### src/rtl/constants.sv
// Machine-wide constants shared across the core.
`ifndef CONSTANTS_SV
`define CONSTANTS_SV

`define XLEN               32
`define GPR_ENCODE_BITS    5
`define GPRS_COUNT         32
`define RF_MAX_READ_PORTS  4
`define RF_MAX_WRITE_PORTS 2

`endif

### src/rtl/reg_file_sb_pkg.sv
// Shared definitions for the decode-stage register file with scoreboard.
`include "constants.sv"

package reg_file_sb_pkg;

  // Upper limits on port counts accepted by reg_file_sb.
  localparam int RF_MAX_RD = `RF_MAX_READ_PORTS;
  localparam int RF_MAX_WR = `RF_MAX_WRITE_PORTS;

endpackage

### src/rtl/rf_scoreboard.sv
// Busy-bit scoreboard: one pending-producer bit per architectural register,
// with issue-over-writeback priority and per-read-port hazard lookup.
`include "constants.sv"

module rf_scoreboard #(
  parameter int NREGS  = `GPRS_COUNT,
  parameter int AW     = `GPR_ENCODE_BITS,
  parameter int NREAD  = 2,
  parameter int NWRITE = 1
) (
  input  logic                               clk,
  input  logic                               rst_n,
  input  logic                               iss_valid,
  input  logic [AW-1:0]                      iss_rd,
  input  logic [NWRITE-1:0]                  we,
  input  logic [NWRITE*AW-1:0]               wa,
  input  logic [NREAD*AW-1:0]                rs_addr,
  input  logic [NREAD-1:0][NWRITE-1:0]       rd_wr_hit,
  output logic [NREAD-1:0]                   rs_busy
);

  // Register 0 never has a producer, so it has no storage bit.
  logic [NREGS-1:1] busy_q;
  logic [NREGS-1:1] busy_d;

  // Next busy state: writeback clears, a new issue to the same register wins.
  always_comb begin
    busy_d = busy_q;
    for (int r = 1; r < NREGS; r++) begin
      for (int j = 0; j < NWRITE; j++) begin
        if (we[j] && (wa[j*AW +: AW] == AW'(r))) begin
          busy_d[r] = 1'b0;
        end
      end
      if (iss_valid && (iss_rd == AW'(r))) begin
        busy_d[r] = 1'b1;
      end
    end
  end

  // Busy bit register; reset drops every pending producer.
  always_ff @(posedge clk) begin
    if (!rst_n) begin
      busy_q <= '0;
    end else begin
      busy_q <= busy_d;
    end
  end

  // Per-port hazard: stored busy bit, masked when a writeback lands this cycle.
  always_comb begin
    rs_busy = '0;
    for (int i = 0; i < NREAD; i++) begin
      for (int r = 1; r < NREGS; r++) begin
        if (rs_addr[i*AW +: AW] == AW'(r)) begin
          rs_busy[i] = busy_q[r];
        end
      end
      if (|rd_wr_hit[i]) begin
        rs_busy[i] = 1'b0;
      end
    end
  end

endmodule

### src/rtl/reg_file_sb.sv
// Decode-stage register file: multi-port storage with x0 hardwired to zero,
// same-cycle write-to-read bypass, and a RAW scoreboard driving stall.
`include "constants.sv"

module reg_file_sb
  import reg_file_sb_pkg::*;
#(
  parameter int N      = `XLEN,
  parameter int NREAD  = 2,
  parameter int NWRITE = 1,
  parameter int NREGS  = `GPRS_COUNT,
  parameter int AW     = `GPR_ENCODE_BITS
) (
  input  logic                   clk,
  input  logic                   rst_n,
  input  logic [NREAD-1:0]       rs_valid,
  input  logic [NREAD*AW-1:0]    rs_addr,
  output logic [NREAD*N-1:0]     rs_data,
  output logic [NREAD-1:0]       rs_busy,
  output logic                   stall,
  input  logic                   iss_valid,
  input  logic [AW-1:0]          iss_rd,
  input  logic [NWRITE-1:0]      we,
  input  logic [NWRITE*AW-1:0]   wa,
  input  logic [NWRITE*N-1:0]    wd
);

  if ((NREAD < 1) || (NREAD > RF_MAX_RD)) begin : g_bad_nread
    $error("reg_file_sb: NREAD out of range");
  end
  if ((NWRITE < 1) || (NWRITE > RF_MAX_WR)) begin : g_bad_nwrite
    $error("reg_file_sb: NWRITE out of range");
  end
  if ((NREGS < 2) || (NREGS > (1 << AW))) begin : g_bad_nregs
    $error("reg_file_sb: NREGS does not fit in AW address bits");
  end

  // x0 is not stored; reads of it fall through to zero.
  logic [NREGS-1:1][N-1:0]       regs_q;
  logic [NREGS-1:1][N-1:0]       regs_d;
  logic [NREAD-1:0]              addr_ok;
  logic [NREAD-1:0][NWRITE-1:0]  rd_wr_hit;
  logic [NREAD-1:0][N-1:0]       rd_data;
  logic [NREAD-1:0]              sb_busy;

  // Which write ports hit each read port; only real, nonzero registers count.
  always_comb begin
    addr_ok   = '0;
    rd_wr_hit = '0;
    for (int i = 0; i < NREAD; i++) begin
      for (int r = 1; r < NREGS; r++) begin
        if (rs_addr[i*AW +: AW] == AW'(r)) begin
          addr_ok[i] = 1'b1;
        end
      end
      for (int j = 0; j < NWRITE; j++) begin
        rd_wr_hit[i][j] = addr_ok[i] && we[j] &&
                          (wa[j*AW +: AW] == rs_addr[i*AW +: AW]);
      end
    end
  end

  // Read mux: stored value, overridden by the highest-index bypassing writer.
  always_comb begin
    rd_data = '0;
    for (int i = 0; i < NREAD; i++) begin
      for (int r = 1; r < NREGS; r++) begin
        if (rs_addr[i*AW +: AW] == AW'(r)) begin
          rd_data[i] = regs_q[r];
        end
      end
      for (int j = 0; j < NWRITE; j++) begin
        if (rd_wr_hit[i][j]) begin
          rd_data[i] = wd[j*N +: N];
        end
      end
    end
  end

  // Write decode: later ports overwrite earlier ones on an address collision.
  always_comb begin
    regs_d = regs_q;
    for (int r = 1; r < NREGS; r++) begin
      for (int j = 0; j < NWRITE; j++) begin
        if (we[j] && (wa[j*AW +: AW] == AW'(r))) begin
          regs_d[r] = wd[j*N +: N];
        end
      end
    end
  end

  // Architectural storage; reset clears every register.
  always_ff @(posedge clk) begin
    if (!rst_n) begin
      regs_q <= '0;
    end else begin
      regs_q <= regs_d;
    end
  end

  rf_scoreboard #(
    .NREGS  (NREGS),
    .AW     (AW),
    .NREAD  (NREAD),
    .NWRITE (NWRITE)
  ) u_sb (
    .clk       (clk),
    .rst_n     (rst_n),
    .iss_valid (iss_valid),
    .iss_rd    (iss_rd),
    .we        (we),
    .wa        (wa),
    .rs_addr   (rs_addr),
    .rd_wr_hit (rd_wr_hit),
    .rs_busy   (sb_busy)
  );

  assign rs_data = rd_data;
  assign rs_busy = sb_busy;
  assign stall   = |(rs_valid & sb_busy);

endmodule
### config.mk
export PLATFORM = sky130hd
export DESIGN_NAME = reg_file_sb
export DESIGN_NICKNAME = d
export VERILOG_FILES = /design/src/rtl/reg_file_sb_pkg.sv /design/src/rtl/rf_scoreboard.sv /design/src/rtl/reg_file_sb.sv
export VERILOG_INCLUDE_DIRS = /design/src /design/src/rtl
export SDC_FILE = /design/constraint.sdc
export NUM_CORES = 2
export LEC_CHECK = 0
export BUFFER_PORTS_ARGS = -buffer_cell sky130_fd_sc_hd__buf_4
export CAP_MARGIN = 20
export CORE_MARGIN = 10
export CORE_UTILIZATION = 30
export CTS_CLUSTER_DIAMETER = 150
export DETAILED_ROUTE_END_ITERATION = 8
export HOLD_SLACK_MARGIN = 0.08
export MAX_ROUTING_LAYER = met4
export PLACE_DENSITY_LB_ADDON = 0.15
export SLEW_MARGIN = 20
export SYNTH_ARGS = -nofsm -noshare
export SYNTH_HDL_FRONTEND = slang
export SYNTH_SLANG_ARGS = --single-unit
export TNS_END_PERCENT = 1
### constraint.sdc
create_clock -name clk -period 3.7 [get_ports clk]
set_clock_uncertainty 0.2 [all_clocks]
set_input_delay 0.925 -clock clk [delete_from_list [all_inputs] [get_ports clk]]
set_output_delay 0.925 -clock clk [all_outputs]
set_load 0.02 [all_outputs]
## After elaboration in Yosys (flattened, before gate mapping)

Index checks and enable logic that the tools add are counted.

| word-level totals | value |
|---|---|
| flip-flop bits (word level) | 1,023 |
| latch bits | 0 |
| RAM bits | 0 |
| memory bits (read-only) | 0 |
| bits of input ports | 58 |
| output and inout bits | 67 |
| memories | 0 |

| cells by class | value |
|---|---|
| add/sub/neg operators | 0 |
| multiply operators | 0 |
| div/mod/pow operators | 0 |
| order comparisons | 0 |
| equality and inequality tests | 126 |
| shift operators | 0 |
| mux-type cells | 252 |
| bitwise operators | 1 |
| reductions and logical operators | 98 |

Operators with widths:

| kind | count |
|---|---|
| 32-bit two-way mux | 64 |
| 5-bit equality test (second input constant) | 64 |
| 1-bit two-way mux | 188 |
| 5-bit by 4-bit equality test with 1-bit output (second input constant) | 32 |
| 5-bit by 3-bit equality test with 1-bit output (second input constant) | 16 |
| 1-bit logical AND | 66 |
| 2-bit nonzero test | 31 |
| 5-bit by 2-bit equality test with 1-bit output (second input constant) | 8 |
| 5-bit by 1-bit equality test with 1-bit output (second input constant) | 4 |
| 5-bit equality test | 2 |
| 2-bit bitwise AND | 1 |
| 2-bit OR reduction | 1 |

## Longest topological paths before layout

| depth | value |
|---|---|
| depth after elaboration | 37 |
| depth in mapped cells | 12 |
| depth with buffers taken out | 7 |

## Cells and area by module

A second synthesis with hierarchy kept.

| second synthesis, totals | value |
|---|---|
| cells, all modules | 8,509 |
| area total of the unflattened synthesis | 61,119.9 um^2 |

By module, submodules not included:

| module | instances | cells each | area each (um^2) | seq. area each (um^2) |
|---|---|---|---|---|
| reg_file_sb | 1 | 8,206 | 58,853.9 | 19,859.0 |
| rf_scoreboard | 1 | 303 | 2,265.9 | 620.6 |

## Least setup slack after synthesis

OpenSTA, ideal clock, no wires.

| path | value |
|---|---|
| kind | input -> output |
| from | input rs_addr[4] |
| to | output rs_data[27] |
| arrival time | 3.145 ns |
| data required time | 2.575 ns |
| setup slack | -0.570 ns |
| stages on the path | 9 |
| buffers on the path | 2 |
| cell sequence | buf_2 -> or4b_1 -> clkbuf_1 -> nor2_2 -> a221oi_1 -> nor4_1 -> a211oi_1 -> o31a_1 -> a311oi_1 |

| on the way | value |
|---|---|
| cells in the longest elaborated chain, start to end | 35 |
| elaborated cells between the ends (all ways) | 97 |
| those cells by class | eq/ne: 32; mux: 63; reduce/logical: 2 |

RTL lines:

| item | line | RTL |
|---|---|---|
| start: declaration | reg_file_sb.sv:17 | `input logic [NREAD*AW-1:0] rs_addr,` |
| 5-bit by 1-bit equality test with 1-bit output | reg_file_sb.sv:52, reg_file_sb.sv:68 |  |
| 1-bit two-way mux (31 in a row) | reg_file_sb.sv:52 | `if (rs_addr[i*AW +: AW] == AW'(r)) begin` |
| 1-bit logical AND (2 in a row) | reg_file_sb.sv:57 | `rd_wr_hit[i][j] = addr_ok[i] && we[j] &&` |
| 32-bit two-way mux * | reg_file_sb.sv:73 | `if (rd_wr_hit[i][j]) begin` |
| end: declaration | reg_file_sb.sv:18 | `output logic [NREAD*N-1:0] rs_data,` |

Every way passes the cells marked *; elsewhere a longest branch is shown, timed or not.

## Final worst setup path

| path | value |
|---|---|
| from | input rs_addr[6] |
| to | output rs_data[61] |

The elaborated chain is that of the path after synthesis.

==> out/metrics.cfg <==
[floorplanning]
ioPinCount=125
die_area_um2=211000
die_w_um=459
core_area_um2=192000
fp.dieH_um=459
num_rows=161
initial_core_util_pct=30.1

[pwr]
p_leak_nw=29.4
pwr_density_cell_nw_per_um2=378
vdd_drop_max_uv=394

[logic_synthesis]
synthDistinctLibCells=92
synthTopCellsByArea=dfxtp_1, nand2_1, a21boi_0
yosysWarnings=0
netlist_area_um2=57900
synth_ff_type=dfxtp_1
ys_seq_elements=1023
syn_avg_cell_area_um2=7.30
synth_nets=7995
synth-edff-count=0
synth_top_area_share_pct=35.3
async_reset_ff_share_pct=0
synth_cells=7937
yosysTopAreaCell=dfxtp_1
seq_area_frac_synth_pct=35.3

[clocking]
cts_tree=yes
clk_latency_ns=0.82
ctsLongestPathBuffers=3
path_clk_slew_ns=0.06
cts_sinks=1023
htreeDepth=4
clockRootBuffer=clkbuf_16
cts_buffers=135

[route]
routed_via_density=6.22
routed_wl_mm=420
wl_per_cell_um=36.4
num_vias=71704
drtAntennaViolNets=0
drc=0
firstDrtPassIters=7
drt-initial-drc-count=11069

[global_routing]
grt_max_degree=107
grt_first_pass_wirelength_mm=568
antenna_found_initial=15
globalRoute.totalOverflow=0
grt_usage_pct=38.9
grt_pass1_vias=66173

[setup_path]
crit_fanout=7
max_stage_delay_ns=0.42
critPathRequiredTime_ns=2.57
path_common_cell=buf_6
path_cells=clkbuf_16 -> buf_16 -> buf_12 -> buf_12 -> buf_16 -> nand4b_1 -> buf_6 -> o2111ai_4 -> buf_6 -> nor4_4 -> o211ai_1 -> a21oi_2 -> buf_6 -> buf_6
r2r_start=u_sb.busy_q[23]
r2r_slack_ns=2.43
critPathSlowestCell=o211ai_1
cp-end-kind=output pin
critPathLaunchType=input port
critical_path_buf_inv_count=9
crit_type=in -> out
worstReg2RegEnd=u_sb.busy_q[23]
cpLargestDelayFamily=buffers and inverters
cp.arrival_ns=3.84
r2r_cells=2

[cells_and_area]
fin_area_um2=80800
final_util_pct=42.0
instances_no_fill=11534
layout-drive-gt1-share_pct=25.9
syn_to_final_growth_pct=39.4
nNetsFinal=8949

[sta]
slew_viol_final=0
fin_ws_ns=-1.26
finalCritPeriodShare_pct=134
rsz0062_at_grt=true
timing.final.setup_violations=67
hold_violations=0
slew_headroom_pct=26.0
tightest_slew_ns=1.11
hold_slack_ns=0.214
timing.fmax_mhz=201
fin_crit_ns=4.96

[min_path]
hold_path_depth=3
min_from=wd[12]
hp-class=in -> reg
hold_end=regs_q[844]

[placement]
dp_cells=11224
dpl.hpwl_mm=315
dpl_cell_area_um2=72400
port_buffers=124
gp_congestion=1.06
place_ws_ns=-1.96

[job]
maxCapViolCount=0

[status]
status=finished with violations
violations=setup timing

==> per-stage QoR <==
step           power, W  TNS, ns
5_1_grt          0.0310   -71.17
6_report         0.0306   -70.84
3_5_place_dp     0.0157  -101.10
4_1_cts          0.0303   -67.07
3_3_place_gp     0.0157  -103.06
2_1_floorplan    0.0131   -13.87
==> worst register-to-register path, delay by kind of cell, from the launching register on <==
family	cells	cell delay [ns]
compound gates	1	0.18
flops	1	0.69
simple gates	1	0.14
==> power by group <==
group          internal (W)  switching [W]
logic               0.00181        0.00310
registers            0.0111       0.000104
clock network       0.00867        0.00577
==> flip-flops by register name, summed over array words and instances (netlist names) <==
signal	count
regs_q	992
u_sb.busy_q	31
==> synthesized netlist by cell type (50+ instances only) <==
cell type and count:
nor3_1 88, nor2_1 381, buf_2 143, o22ai_1 205
nand2_1 2280, a211oi_1 60, nand3_1 82, a21oi_1 368
clkbuf_1 606, or3_1 50, a22oi_1 253, o221ai_1 55
mux2i_1 65, dfxtp_1 1023, a21boi_0 995, o21ai_0 336
a22o_1 51, nor2b_1 61, a221oi_1 105
==> kinds of logic (layout without fill, tap and decap cells) <==
kind of cell,Yosys count,count (layout),synth area share (%)
xor+xnor,8,8,0.121
mux,106,106,2.02
buf+inv,820,1877,5.79
other cells,0,14,0
simple gates,3189,3189,23.1
compound gates,2791,2791,33.7
flops,1023,1023,35.3
==> worst max path at each step <==
stage / startpoint / end / slack, ns / cells past startpoint
detailed placement: rs_addr[4] / rs_data[30] / -1.96 / 15
global route: rs_addr[5] / rs_data[61] / -1.16 / 14
floorplan: rs_addr[6] / rs_data[42] / -0.24 / 10
CTS: rs_addr[6] / rs_data[48] / -1.12 / 13
global placement: rs_addr[8] / rs_data[36] / -2.19 / 14
finish: rs_addr[6] / rs_data[61] / -1.26 / 14
==> placed cells by master, fill, tap and decap left out, drive strengths merged, types with 55 or more instances in the layout <==
cell type,Yosys,routed
nor3,88,88
nand3,82,82
o221ai,55,55
a21oi,369,369
a21boi,995,995
a22oi,253,253
clkbuf,618,194
nor2,394,394
a211oi,60,60
buf,184,1610
nor2b,61,61
nand2,2280,2280
a221oi,105,105
mux2i,65,65
o21ai,345,345
o22ai,205,205
dfxtp,1023,1023
==> per-layer routing <==
layer,track usage [%],wire length (um)
met1,50.1,171000
met2,56.4,177000
met3,9.30,46100
met4,19.8,26400
met5,-,0
==> what timing repair did <==
item                       4_1_cts  5_1_grt
gates resized for setup        501      123
pin swaps                       91       49
setup endpoints to repair       67       67
gates cloned                     7        2
hold buffers                     0        0
setup buffers                   43        7
==> cell type report <==
type	count	area [um2]
fillers	19597	112000
multi-input cells	6094	37000
flip-flops and latches	1023	20500
repair buffers	1619	15300
clock buffers	191	4050
well taps	2526	3160
clock inverters	49	698
inverters	18	73.8
diodes	14	35.0
(Power assumes the default switching activity.)
